`config.mk`:
```
export PLATFORM = sky130hd
export DESIGN_NAME = apb_ucpd_rx_buf
export DESIGN_NICKNAME = d
export VERILOG_FILES = /design/src/rtl/apb_ucpd_pkg.sv /design/src/rtl/apb_ucpd_sync_fifo.sv /design/src/rtl/apb_ucpd_rx_buf.sv
export SDC_FILE = /design/constraint.sdc
export NUM_CORES = 1
export LEC_CHECK = 0
export ABC_AREA = 1
export BUFFER_PORTS_ARGS = -buffer_cell sky130_fd_sc_hd__buf_2
export CELL_PAD_IN_SITES_DETAIL_PLACEMENT = 1
export CELL_PAD_IN_SITES_GLOBAL_PLACEMENT = 2
export CORE_MARGIN = 5
export CORE_UTILIZATION = 35
export CTS_CLUSTER_SIZE = 14
export DETAILED_ROUTE_END_ITERATION = 8
export PLACE_DENSITY_LB_ADDON = 0.1
export SYNTH_ARGS = -nofsm -noshare
export SYNTH_HDL_FRONTEND = slang
export SYNTH_SLANG_ARGS = --single-unit
```
`constraint.sdc`:
```
create_clock -name ic_clk -period 3.3 [get_ports ic_clk]
set_input_delay 0.66 -clock ic_clk [delete_from_list [all_inputs] [get_ports ic_clk]]
set_output_delay 0.66 -clock ic_clk [all_outputs]
set_load 0.05 [all_outputs]
```
`src/rtl/apb_ucpd_pkg.sv`:
```
`default_nettype none
// ============================================================================
// Package     : apb_ucpd_pkg
// Description : Shared constants for the UCPD receive path: flag bit indices,
//               ordered-set encoding (mirrors the UCPD core) and buffer depth.
// Revision    : 1.0 - initial release
// ============================================================================
package apb_ucpd_pkg;

    // Bit positions of the RX flags inside the interrupt-enable vector
    localparam int RXNE_IDX     = 0;
    localparam int RXOVR_IDX    = 1;
    localparam int RXMSGEND_IDX = 2;
    localparam int RXERR_IDX    = 3;

    // Default receive buffer depth in bytes
    localparam int RX_BUF_DEPTH = 4;

    // Ordered-set codes as reported by the UCPD core
    typedef enum logic [2:0] {
        SOP       = 3'd0,
        SOP1      = 3'd1,
        SOP2      = 3'd2,
        SOP1_DBG  = 3'd3,
        SOP2_DBG  = 3'd4,
        CABLE_RST = 3'd5,
        SOPEXT1   = 3'd6,
        SOPEXT2   = 3'd7
    } ordset_e;

endpackage
`default_nettype wire

```
`src/rtl/apb_ucpd_sync_fifo.sv`:
```
`default_nettype none
// ============================================================================
// Module      : apb_ucpd_sync_fifo
// Description : Generic single-clock FIFO with count, full/empty, a synchronous
//               flush and a drop indication for pushes that find no room.
//               Head data is combinational and reads zero when empty.
// Revision    : 1.0 - initial release
// ============================================================================
module apb_ucpd_sync_fifo #(
    parameter int DEPTH = 4,
    parameter int AW    = 2,
    parameter int WIDTH = 8
) (
    input  logic             clk,
    input  logic             rst,
    input  logic             i_flush,
    input  logic             i_push,
    input  logic [WIDTH-1:0] i_wdata,
    input  logic             i_pop,
    output logic [WIDTH-1:0] o_rdata,
    output logic             o_full,
    output logic             o_empty,
    output logic             o_drop,
    output logic [AW:0]      o_count
);

    localparam logic [AW:0]   c_full_cnt = (AW+1)'(DEPTH);
    localparam logic [AW:0]   c_cnt_one  = (AW+1)'(1);
    localparam logic [AW-1:0] c_ptr_one  = AW'(1);

    logic [WIDTH-1:0] r_mem [DEPTH];
    logic [AW-1:0]    r_wr_ptr;
    logic [AW-1:0]    r_rd_ptr;
    logic [AW:0]      r_count;

    logic w_pop_ok;
    logic w_push_ok;

    // A pop on a full FIFO frees the slot the simultaneous push needs
    assign o_full    = (r_count == c_full_cnt);
    assign o_empty   = (r_count == '0);
    assign w_pop_ok  = i_pop & ~o_empty;
    assign w_push_ok = i_push & (~o_full | w_pop_ok);
    assign o_drop    = i_push & ~w_push_ok;
    assign o_count   = r_count;
    assign o_rdata   = o_empty ? '0 : r_mem[r_rd_ptr];

    // Storage is intentionally not reset; only written on accepted pushes
    always_ff @(posedge clk) begin
        if (w_push_ok) begin
            r_mem[r_wr_ptr] <= i_wdata;
        end
    end

    // Pointer and occupancy bookkeeping with synchronous flush
    always_ff @(posedge clk or posedge rst) begin
        if (rst) begin
            r_wr_ptr <= '0;
            r_rd_ptr <= '0;
            r_count  <= '0;
        end else if (i_flush) begin
            r_wr_ptr <= '0;
            r_rd_ptr <= '0;
            r_count  <= '0;
        end else begin
            if (w_push_ok) begin
                r_wr_ptr <= r_wr_ptr + c_ptr_one;
            end
            if (w_pop_ok) begin
                r_rd_ptr <= r_rd_ptr + c_ptr_one;
            end
            if (w_push_ok && !w_pop_ok) begin
                r_count <= r_count + c_cnt_one;
            end else if (w_pop_ok && !w_push_ok) begin
                r_count <= r_count - c_cnt_one;
            end
        end
    end

endmodule
`default_nettype wire

```
`src/rtl/apb_ucpd_rx_buf.sv`:
```
`default_nettype none
// ============================================================================
// Module      : apb_ucpd_rx_buf
// Description : UCPD receive byte buffer. Queues decoded bytes for RXDR reads,
//               keeps the sticky RXOVR/RXMSGEND/RXERR flags, latches the
//               payload size and ordered set at end of message and drives the
//               registered RX interrupt request.
// Revision    : 1.0 - initial release
// ============================================================================
module apb_ucpd_rx_buf
    import apb_ucpd_pkg::*;
#(
    parameter int DEPTH = RX_BUF_DEPTH,
    parameter int AW    = 2
) (
    input  logic          ic_clk,
    input  logic          ic_rst,
    input  logic          ucpden,
    input  logic          rx_byte_vld,
    input  logic [7:0]    rx_data,
    input  logic          rx_msg_end,
    input  logic          rx_crc_ok,
    input  logic [9:0]    rx_paysize,
    input  logic [6:0]    rx_ordset,
    input  logic          rxdr_rd,
    input  logic [2:0]    flag_clr,
    input  logic [3:0]    int_en,
    output logic [7:0]    rxdr,
    output logic          rxne,
    output logic          rxovr,
    output logic          rxmsgend,
    output logic          rxerr,
    output logic [9:0]    rxpaysz,
    output logic [6:0]    rxordset,
    output logic [AW:0]   fifo_lvl,
    output logic          rx_irq
);

    logic       w_empty;
    logic       w_full;
    logic       w_drop;
    logic [3:0] w_flags;

    logic       r_rxovr;
    logic       r_rxmsgend;
    logic       r_rxerr;
    logic [9:0] r_rxpaysz;
    logic [6:0] r_rxordset;
    logic       r_irq;

    // Byte queue; a disabled peripheral flushes it and ignores incoming bytes
    apb_ucpd_sync_fifo #(
        .DEPTH (DEPTH),
        .AW    (AW),
        .WIDTH (8)
    ) u_fifo (
        .clk     (ic_clk),
        .rst     (ic_rst),
        .i_flush (~ucpden),
        .i_push  (rx_byte_vld & ucpden),
        .i_wdata (rx_data),
        .i_pop   (rxdr_rd),
        .o_rdata (rxdr),
        .o_full  (w_full),
        .o_empty (w_empty),
        .o_drop  (w_drop),
        .o_count (fifo_lvl)
    );

    assign rxne     = ~w_empty;
    assign rxovr    = r_rxovr;
    assign rxmsgend = r_rxmsgend;
    assign rxerr    = r_rxerr;
    assign rxpaysz  = r_rxpaysz;
    assign rxordset = r_rxordset;
    assign rx_irq   = r_irq & ucpden;

    // Flag vector in interrupt-enable bit order
    always_comb begin
        w_flags               = '0;
        w_flags[RXNE_IDX]     = rxne;
        w_flags[RXOVR_IDX]    = r_rxovr;
        w_flags[RXMSGEND_IDX] = r_rxmsgend;
        w_flags[RXERR_IDX]    = r_rxerr;
    end

    // Sticky flags (set beats clear), end-of-message latches and IRQ register
    always_ff @(posedge ic_clk or posedge ic_rst) begin
        if (ic_rst) begin
            r_rxovr    <= 1'b0;
            r_rxmsgend <= 1'b0;
            r_rxerr    <= 1'b0;
            r_rxpaysz  <= '0;
            r_rxordset <= '0;
            r_irq      <= 1'b0;
        end else if (!ucpden) begin
            r_rxovr    <= 1'b0;
            r_rxmsgend <= 1'b0;
            r_rxerr    <= 1'b0;
            r_irq      <= 1'b0;
        end else begin
            if (w_drop) begin
                r_rxovr <= 1'b1;
            end else if (flag_clr[0]) begin
                r_rxovr <= 1'b0;
            end

            if (rx_msg_end) begin
                r_rxmsgend <= 1'b1;
            end else if (flag_clr[1]) begin
                r_rxmsgend <= 1'b0;
            end

            if (rx_msg_end && !rx_crc_ok) begin
                r_rxerr <= 1'b1;
            end else if (flag_clr[2]) begin
                r_rxerr <= 1'b0;
            end

            if (rx_msg_end) begin
                r_rxpaysz  <= rx_paysize;
                r_rxordset <= rx_ordset;
            end

            r_irq <= |(int_en & w_flags);
        end
    end

    // The full flag is only consumed through the drop indication
    logic w_unused;
    assign w_unused = w_full;

endmodule
`default_nettype wire

```
Word-level counts from Yosys, hierarchy flattened --
Memory sizes are Yosys's and may differ from the RTL's. Index checks and enable logic that the tools add are counted.
Operators by class: $add $sub $neg 4, multiply operators 0, divide/modulo/power cells 0, $lt $le $gt $ge 0, equality and inequality tests 7, shift-type cells 0, muxes and demuxes 20, bitwise logic cells 10, reduce and logical (&&, ||, !) cells 9
Operator list (count):
- 2-to-1 mux 1 bit | 12
- != test 3 x 1 -> 1 bit, second input constant | 4
- 2-to-1 mux 3 bit | 3
- 2-to-1 mux 2 bit | 4
- 2-to-1 mux 8 bit | 1
- bitwise AND 1 bit | 5
- adder 2 x 1 -> 2 bit, second input constant | 2
- bitwise AND 4 bit | 1
- != test 2 x 1 -> 1 bit, second input constant | 2
- OR reduction 4 bit | 1
- adder 3 x 1 -> 3 bit, second input constant | 1
- equality test 3 bit, second input constant | 1
- logical AND 1 bit | 3
- logical NOT 1 bit | 3
- logical NOT 3 bit | 1
- NOT 1 bit | 3
- subtractor 3 x 1 -> 3 bit, second input constant | 1
- AND reduction 2 bit | 1
- bitwise OR 1 bit | 1
Word-level totals: flip-flop bits (word level) 28, latch bits 0, bits in writable memories 32, bits in read-only memories 0, input port bits 39, output and inout bits 33, logic and storage cells 60, memories 1
Memory list:
- u_fifo.r_mem | depth 4, bits a word 8, read ports 1, clocked after Yosys merged registers in 0, wr ports 1, line apb_ucpd_sync_fifo.sv:31 | logic [WIDTH-1:0] r_mem [DEPTH];

Logic depth before layout (Yosys ltp) --
Gate-level depths: netlist (run 1).
depth after elaboration 10, mapped depth 10, gate-level depth less buffers 10

By module --
Synthesis (run 1) repeated with hierarchy kept, for this count alone.
Unflattened totals: cell total of the unflattened synthesis 264, area total of the unflattened synthesis 2658.8 um^2
Modules (own cells, without submodules):
- apb_ucpd_sync_fifo | instances 1, cells an instance 164, area each 1779.2 um^2, seq. area each 1136.1 um^2
- apb_ucpd_rx_buf | instances 1, cells an instance 100, area each 879.6 um^2, seq. area each 525.5 um^2

Worst setup path after synthesis (run 1) --
Ideal clock, no wire load.
kind reg2out, from register u_fifo.r_count[2] (netlist: u_fifo.o_count[2]), to output port rxdr[0], data arrival time 1.910 ns, required time 2.640 ns, path slack 0.730 ns, cell stages (with the launch flop) 5, buffers on the path 0, cell sequence dfrtp_1 > inv_2 > nand2_4 > inv_1 > a21oi_1
On the way: word-level cells in the longest chain between the ends 2
RTL lines:
- from (decl) | line apb_ucpd_sync_fifo.sv:34 | logic [AW:0] r_count;
- from (signal assigned) | line apb_ucpd_sync_fifo.sv:73 | r_count <= r_count + c_cnt_one;
- from (signal assigned) | line apb_ucpd_sync_fifo.sv:75 | r_count <= r_count - c_cnt_one;
- logical NOT 3 bit | line apb_ucpd_sync_fifo.sv:41 | assign o_empty = (r_count == '0);
- 2-to-1 mux 8 bit | line apb_ucpd_sync_fifo.sv:46 | assign o_rdata = o_empty ? '0 : r_mem[r_rd_ptr];
- to (decl) | line apb_ucpd_rx_buf.sv:28 | output logic [7:0] rxdr,
No other way between the ends.

Worst setup path in the final report (run 1) --
from register u_fifo.r_rd_ptr[0], to output port rxdr[0]
On the way: word-level cells in the longest chain between the ends 2
RTL lines:
- from (decl) | line apb_ucpd_sync_fifo.sv:33 | logic [AW-1:0] r_rd_ptr;
- from (signal assigned) | line apb_ucpd_sync_fifo.sv:70 | r_rd_ptr <= r_rd_ptr + c_ptr_one;
- memory read (4 x 8 bit)
- 2-to-1 mux 8 bit | line apb_ucpd_sync_fifo.sv:46
No other way between the ends.

==> results of run 1 <==
==> routing by layer <==
layer	vias up	track usage, %
met1	832	16.3
met2	54	21.0
li1	884	-
met3	9	6.47
met4	0	6.13
met5	-	0
==> logic make-up (layout without fill, tap and decap cells) <==
kind of cell | count (synthesis) | in the layout | share of synthesized area, %
AOI/OAI and AO/OA | 34 | 34 | 6.97
adders and majority gates | 5 | 5 | 2.75
buffers and inverters | 28 | 111 | 4.66
DFF | 60 | 60 | 65.2
muxes | 17 | 17 | 7.51
and+or+nand+nor | 73 | 73 | 13.0
==> cell type report <==
cell class / count / area [µm²] / share of cell area, %
sequential: 60 / 1660 / 51.2
multi-input combinational: 129 / 769 / 23.7
timing repair buffer: 74 / 378 / 11.6
clock buffer: 9 / 124 / 3.82
tap: 99 / 124 / 3.82
clock inverter: 6 / 104 / 3.20
inverter: 22 / 83.8 / 2.58
==> worst max-delay path: stages (launching register included) <==
cell and delay [ns]:
dfrtp_1 0.69, inv_1 0.38, o21ai_0 0.29, a21oi_1 0.09, buf_2 0.22
==> synthesized netlist by cell type <==
library cell,instances,area (µm²)
a41oi_1,1,8.76
buf_2,4,20.0
nand2_1,20,75.1
o21ai_1,2,10.0
nand2_4,2,22.5
mux2_1,8,90.1
clkinv_2,1,5.00
nand2_2,4,25.0
ha_1,4,50.1
dfrtp_1,28,701
o21a_1,1,7.51
buf_4,2,15.0
nand3_2,2,20.0
nor2_4,1,11.3
mux2_2,9,101
edfxtp_1,32,961
nand4_1,1,6.26
inv_2,3,11.3
a21oi_1,10,50.1
inv_1,18,67.6
nor2_2,1,6.26
nand3_1,5,25.0
o22ai_1,1,6.26
fa_1,1,20.0
o21ai_0,19,95.1
nor2_1,37,139
==> per-stage QoR <==
step,power (mW),setup slack (ns),std cells,instance area [µm²]
2_1_floorplan,1.66,0.730,217,2550
3_3_place_gp,1.88,0.992,384,3020
3_5_place_dp,1.89,0.944,384,3020
4_1_cts,2.67,0.583,399,3240
5_1_grt,2.78,0.418,399,3240
6_report,2.63,0.642,399,3240
==> registers in the layout, summed over array words and instances, names as in the netlist <==
name	flops
rxovr	1
rxerr	1
r_irq	1
u_fifo.r_wr_ptr	2
u_fifo.o_count	3
rxmsgend	1
rxordset	7
u_fifo.r_mem	32
rxpaysz	10
u_fifo.r_rd_ptr	2
==> worst max-delay path by stage <==
stage              end  slack, ns  depth (start not counted)
2_1_floorplan  rxdr[0]       0.73                          4
3_3_place_gp   rxdr[5]       0.99                          4
3_5_place_dp   rxdr[5]       0.94                          4
4_1_cts        rxdr[5]       0.58                          4
5_1_grt        rxdr[7]       0.42                          4
6_report       rxdr[0]       0.64                          4
==> where the power goes <==
group | switching, mW | total [mW] | internal (mW) | leakage [nW]
registers | 0.0709 | 0.939 | 0.868 | 0.636
clock network | 0.274 | 0.766 | 0.492 | 0.116
logic | 0.698 | 0.920 | 0.223 | 0.713
total | 1.04 | 2.63 | 1.58 | 1.47
==> qor.log, run 1 <==
INFO  outcome        run_status=finished clean
INFO  layout         layout.cells.most_common_list=buf_2 (71), nor2_1 (37), edfxtp_1 (32)
INFO  yosys          syn_area_per_cell=11.8µm²
INFO  sta            period_needed=2.66ns
INFO  yosys          seq_area_frac_synth=65.2%
INFO  setup_path     cp.required=2.64ns
INFO  setup_path     critical_path.reg2reg.startpoint=u_fifo.o_count[1]
INFO  clocking       cts_htree_levels=3
INFO  job            number_of_max_capacitance_violations_reported=0
INFO  clocking       clkSlewWorstSetupHoldPaths=0.07ns
INFO  layout         finish.utilization=45.2%
INFO  setup_path     endpoint_kind=primary output
INFO  die            io_pins=72
INFO  yosys          yosys_warnings=0
INFO  die            starting_density_of_the_core=35.5%
INFO  layout         filler_cell_count=811
INFO  yosys          synthDistinctLibCells=26
INFO  layout         fin_nets=340
INFO  yosys          syn-instance-count=217
INFO  setup_path     reg2reg_depth=4
INFO  sta            max_slew.worst_pin.slew=0.727ns
INFO  yosys          syn-cell-area=2550µm²
INFO  routing        avgRoutedWirePerCell=14.2µm
INFO  global_route   grt_max_degree=29
INFO  layout         area.growth.synth_to_final=27.2%
INFO  setup_path     crit-reg2reg-capture=u_fifo.r_mem[2][3]
INFO  sta            timing.clock.skew=0.00939ns
INFO  routing        drt-vias-per-instance=4.46
INFO  setup_path     timing_worst_setup_path_type=reg -> out
INFO  sta            unrepaired_setup_endpoints_after_global_routing=no
INFO  die            fp.dieArea=9090µm²
INFO  setup_path     critPathLaunchType=flip-flop
INFO  pwr            power.static_leakage=1.47nW
INFO  routing        highest-signal-layer=met4
INFO  yosys          ys_seq_elements=60
INFO  layout         mostFrequentLayoutCell=buf_2
INFO  die            die_width=95.4µm
INFO  global_route   gr-total-overflow=0
INFO  placement      port_buffers=71
INFO  yosys          synth_nets=261
INFO  clocking       clock_latency_reported_for_the_late_side_of_the_worst_skew_pair=0.33ns
INFO  clocking       cts-hold-fix-buffers=0
INFO  setup_path     critPathArrivalTime=2.00ns
INFO  clocking       postCtsSetupRepairBufs=0
INFO  routing        initialDrtViolationCount=18
INFO  sta            slew_violations=0
INFO  routing        drc=0
INFO  sta            setup_tns=0ns
INFO  die            fp.coreArea=7180µm²
INFO  routing        routed_wirelength=5680µm
INFO  routing        m1WireLength=2380µm
INFO  sta            fmax=376MHz
INFO  die            core.rowCount=31
INFO  global_route   grt_pass1_vias=1945
INFO  pwr            power_density=809nW/µm²
INFO  placement      post-dp-hpwl=4240µm
INFO  pwr            max-vdd-ir-drop=334µV
INFO  global_route   grt_antenna_before_repair=0
INFO  clocking       clock-sinks=60
INFO  routing        first_pass_iteration_count_of_the_detailed_router=4
INFO  placement      gp_congestion=0.691
INFO  routing        via_count=1779
INFO  setup_path     timing.reg2reg.setup_slack=1.57ns
INFO  sta            fin_hold_ws=0.381ns
INFO  die            die_y=95.4µm
INFO  setup_path     setup.worst_path.start=u_fifo.r_rd_ptr[0]
INFO  sta            min_period_over_period=80.5%
INFO  sta            relative_slew_margins=51.4%
INFO  clocking       post_cts_resized=0
INFO  clocking       clock_path_buffers=2
INFO  layout         final_layout_size_suffix_gt1_share=37.0%
INFO  routing        route.antenna.remaining_nets=0
INFO  sta            setup_viol=0
INFO  clocking       clock_tree_from_tritoncts=done
INFO  routing        met3WireLength=477µm
INFO  clocking       cts_buffers=9
INFO  global_route   grt_pass1_wl=9200µm
INFO  routing        met2_length=2740µm
INFO  clocking       cts.root.buffer_cell=clkbuf_8
INFO  setup_path     critPathMaxFanout=18
INFO  global_route   grt_util_all_layers=13.7%
INFO  layout         antenna-diode-count=0
INFO  sta            hold_viol_final=0
INFO  hold_path      timing.hold.worst.class=in -> async
(Power assumes the default switching activity.)
==> inputs of run 2 (changes only) <==
--- a/config.mk
+++ b/config.mk
@@ -10,7 +10,7 @@
 export CELL_PAD_IN_SITES_DETAIL_PLACEMENT = 1
 export CELL_PAD_IN_SITES_GLOBAL_PLACEMENT = 2
 export CORE_MARGIN = 5
-export CORE_UTILIZATION = 35
+export CORE_UTILIZATION = 33
 export CTS_CLUSTER_SIZE = 14
 export DETAILED_ROUTE_END_ITERATION = 8
 export PLACE_DENSITY_LB_ADDON = 0.1
==> constraint.sdc (replaced) <==
create_clock -name ic_clk -period 2.5 [get_ports ic_clk]
set_input_delay 0.5 -clock ic_clk [delete_from_list [all_inputs] [get_ports ic_clk]]
set_output_delay 0.5 -clock ic_clk [all_outputs]
set_load 0.05 [all_outputs]
==> qor.log, run 2 (same netlist as run 1, synthesis figures left out) <==
INFO  clocking       postCtsSetupRepairBufs=0
INFO  setup_path     critPathMaxFanout=10
INFO  clocking       cts_buffers=9
INFO  routing        avgRoutedWirePerCell=14.8µm
INFO  routing        m1WireLength=2730µm
INFO  sta            setup_ws=0.191ns
INFO  clocking       clock_tree_from_tritoncts=done
INFO  die            die_y=97.9µm
INFO  layout         largest_reg_flops=32
INFO  routing        highest-signal-layer=met4
INFO  job            number_of_max_capacitance_violations_reported=0
INFO  routing        first_pass_iteration_count_of_the_detailed_router=4
INFO  outcome        run_status=finished clean
INFO  routing        via_count=1838
INFO  layout         layout.cells.most_common_list=buf_2 (71), nor2_1 (37), edfxtp_1 (32)
INFO  placement      dp_slack=0.454ns
INFO  die            fp.dieArea=9590µm²
INFO  clocking       post_cts_resized=0
INFO  global_route   grt_pass1_wl=10000µm
INFO  setup_path     cp.required=2.00ns
INFO  clocking       clock_latency_reported_for_the_late_side_of_the_worst_skew_pair=0.33ns
INFO  layout         fin_nets=344
INFO  die            core.rowCount=32
INFO  routing        met2_length=2910µm
INFO  clocking       cts.root.buffer_cell=clkbuf_8
INFO  sta            min_period_over_period=92.4%
INFO  layout         antenna-diode-count=0
INFO  placement      gp_congestion=0.709
INFO  global_route   gr-total-overflow=0
INFO  setup_path     worst_path_largest_cell_delay=0.51ns
INFO  sta            timing.clock.skew=0.00534ns
INFO  global_route   grt_antenna_before_repair=0
INFO  sta            unrepaired_setup_endpoints_after_global_routing=no
INFO  clocking       cts_htree_levels=3
INFO  sta            setup_tns=0ns
INFO  die            die_width=97.9µm
INFO  layout         stdcell_area=3240µm²
INFO  sta            max_slew.worst_pin.slew=0.556ns
INFO  global_route   grt_pass1_vias=1982
INFO  placement      dpl_cell_area=3050µm²
INFO  pwr            power.static_leakage=1.47nW
INFO  placement      port_buffers=71
INFO  sta            relative_slew_margins=62.8%
INFO  setup_path     timing_worst_setup_path_type=reg -> out
INFO  sta            fin_hold_ws=0.227ns
INFO  global_route   grt_util_all_layers=13.4%
INFO  hold_path      timing.hold.worst.class=in -> async
INFO  clocking       clock_path_buffers=2
INFO  layout         top_register=u_fifo.r_mem
INFO  die            io_pins=72
INFO  layout         final_layout_size_suffix_gt1_share=37.7%
INFO  routing        drc=0
INFO  pwr            total_power=3.33mW
INFO  layout         area.growth.synth_to_final=27.2%
INFO  setup_path     critPathArrivalTime=1.81ns
INFO  sta            setup_viol=0
INFO  pwr            power_density=1030nW/µm²
INFO  sta            slew_violations=0
INFO  layout         stdcell_count=407
INFO  routing        route.antenna.remaining_nets=0
INFO  setup_path     reg2reg_depth=5
INFO  die            starting_density_of_the_core=33.5%
INFO  clocking       clkSlewWorstSetupHoldPaths=0.06ns
INFO  setup_path     endpoint_kind=primary output
INFO  setup_path     critical_path.cell_chain=inv_1 -> nor2_1 -> o21ai_0 -> a21oi_1 -> buf_2
INFO  setup_path     critical_path.slowest_cell=dfrtp_1
INFO  die            fp.coreArea=7610µm²
INFO  layout         mostFrequentLayoutCell=buf_2
INFO  global_route   grt_max_degree=29
INFO  routing        drt-vias-per-instance=4.52
INFO  placement      post-dp-hpwl=4370µm
INFO  sta            fmax=433MHz
INFO  sta            hold_viol_final=0
INFO  pwr            max-vdd-ir-drop=614µV
INFO  layout         finish.utilization=42.6%
INFO  clocking       cts-hold-fix-buffers=0
INFO  sta            period_needed=2.31ns
INFO  routing        routed_wirelength=6020µm
INFO  placement      place.detailed.instances=391
INFO  setup_path     critPathLaunchType=flip-flop
INFO  clocking       clock-sinks=60
INFO  routing        met3WireLength=269µm
INFO  routing        initialDrtViolationCount=49
-- run 2: layout make-up --
cell class | instances | area (µm²)
repair buffers | 78 | 408
flip-flops and latches | 60 | 1660
inverters | 22 | 83.8
fillers | 910 | 4360
clock inverters | 5 | 51.3
multi-input cells | 129 | 769
clock buffers | 11 | 141
well taps | 102 | 128
-- run 2: path summary, 6_finish.rpt --
path / start / end / slack [ns]
hold reg to reg: rxordset[6] / rxordset[6] / 0.49
hold / removal: ic_rst / rxpaysz[2] / 0.23
setup reg to reg: u_fifo.o_count[1] / u_fifo.r_mem[3][5] / 0.74
min in group ic_clk: rx_crc_ok / rxerr / 0.34
max in group asynchronous: ic_rst / rxpaysz[8] / 1.99
setup / recovery: u_fifo.r_rd_ptr[1] / rxdr[6] / 0.19
-- run 2: per-layer routing --
layer | track usage, % | up-vias
met5 | 0 | -
met4 | 6.71 | 0
met3 | 3.21 | 8
met2 | 21.4 | 50
met1 | 17.1 | 885
li1 | - | 895
-- run 2: where the power goes --
group	total [mW]	internal (mW)	switching, mW
Combinational	1.27	0.305	0.967
Clock	0.848	0.481	0.367
Sequential	1.21	1.15	0.0679
Total	3.33	1.93	1.40
-- run 2: worst max-delay path, delay by kind of cell (launching register included) --
| family | cells | cell delay [ns] |
|---|---|---|
| buffers and inverters | 2 | 0.55 |
| flip-flops | 1 | 0.51 |
| AO/OA/AOI/OAI | 2 | 0.27 |
| AND/OR/NAND/NOR | 1 | 0.15 |
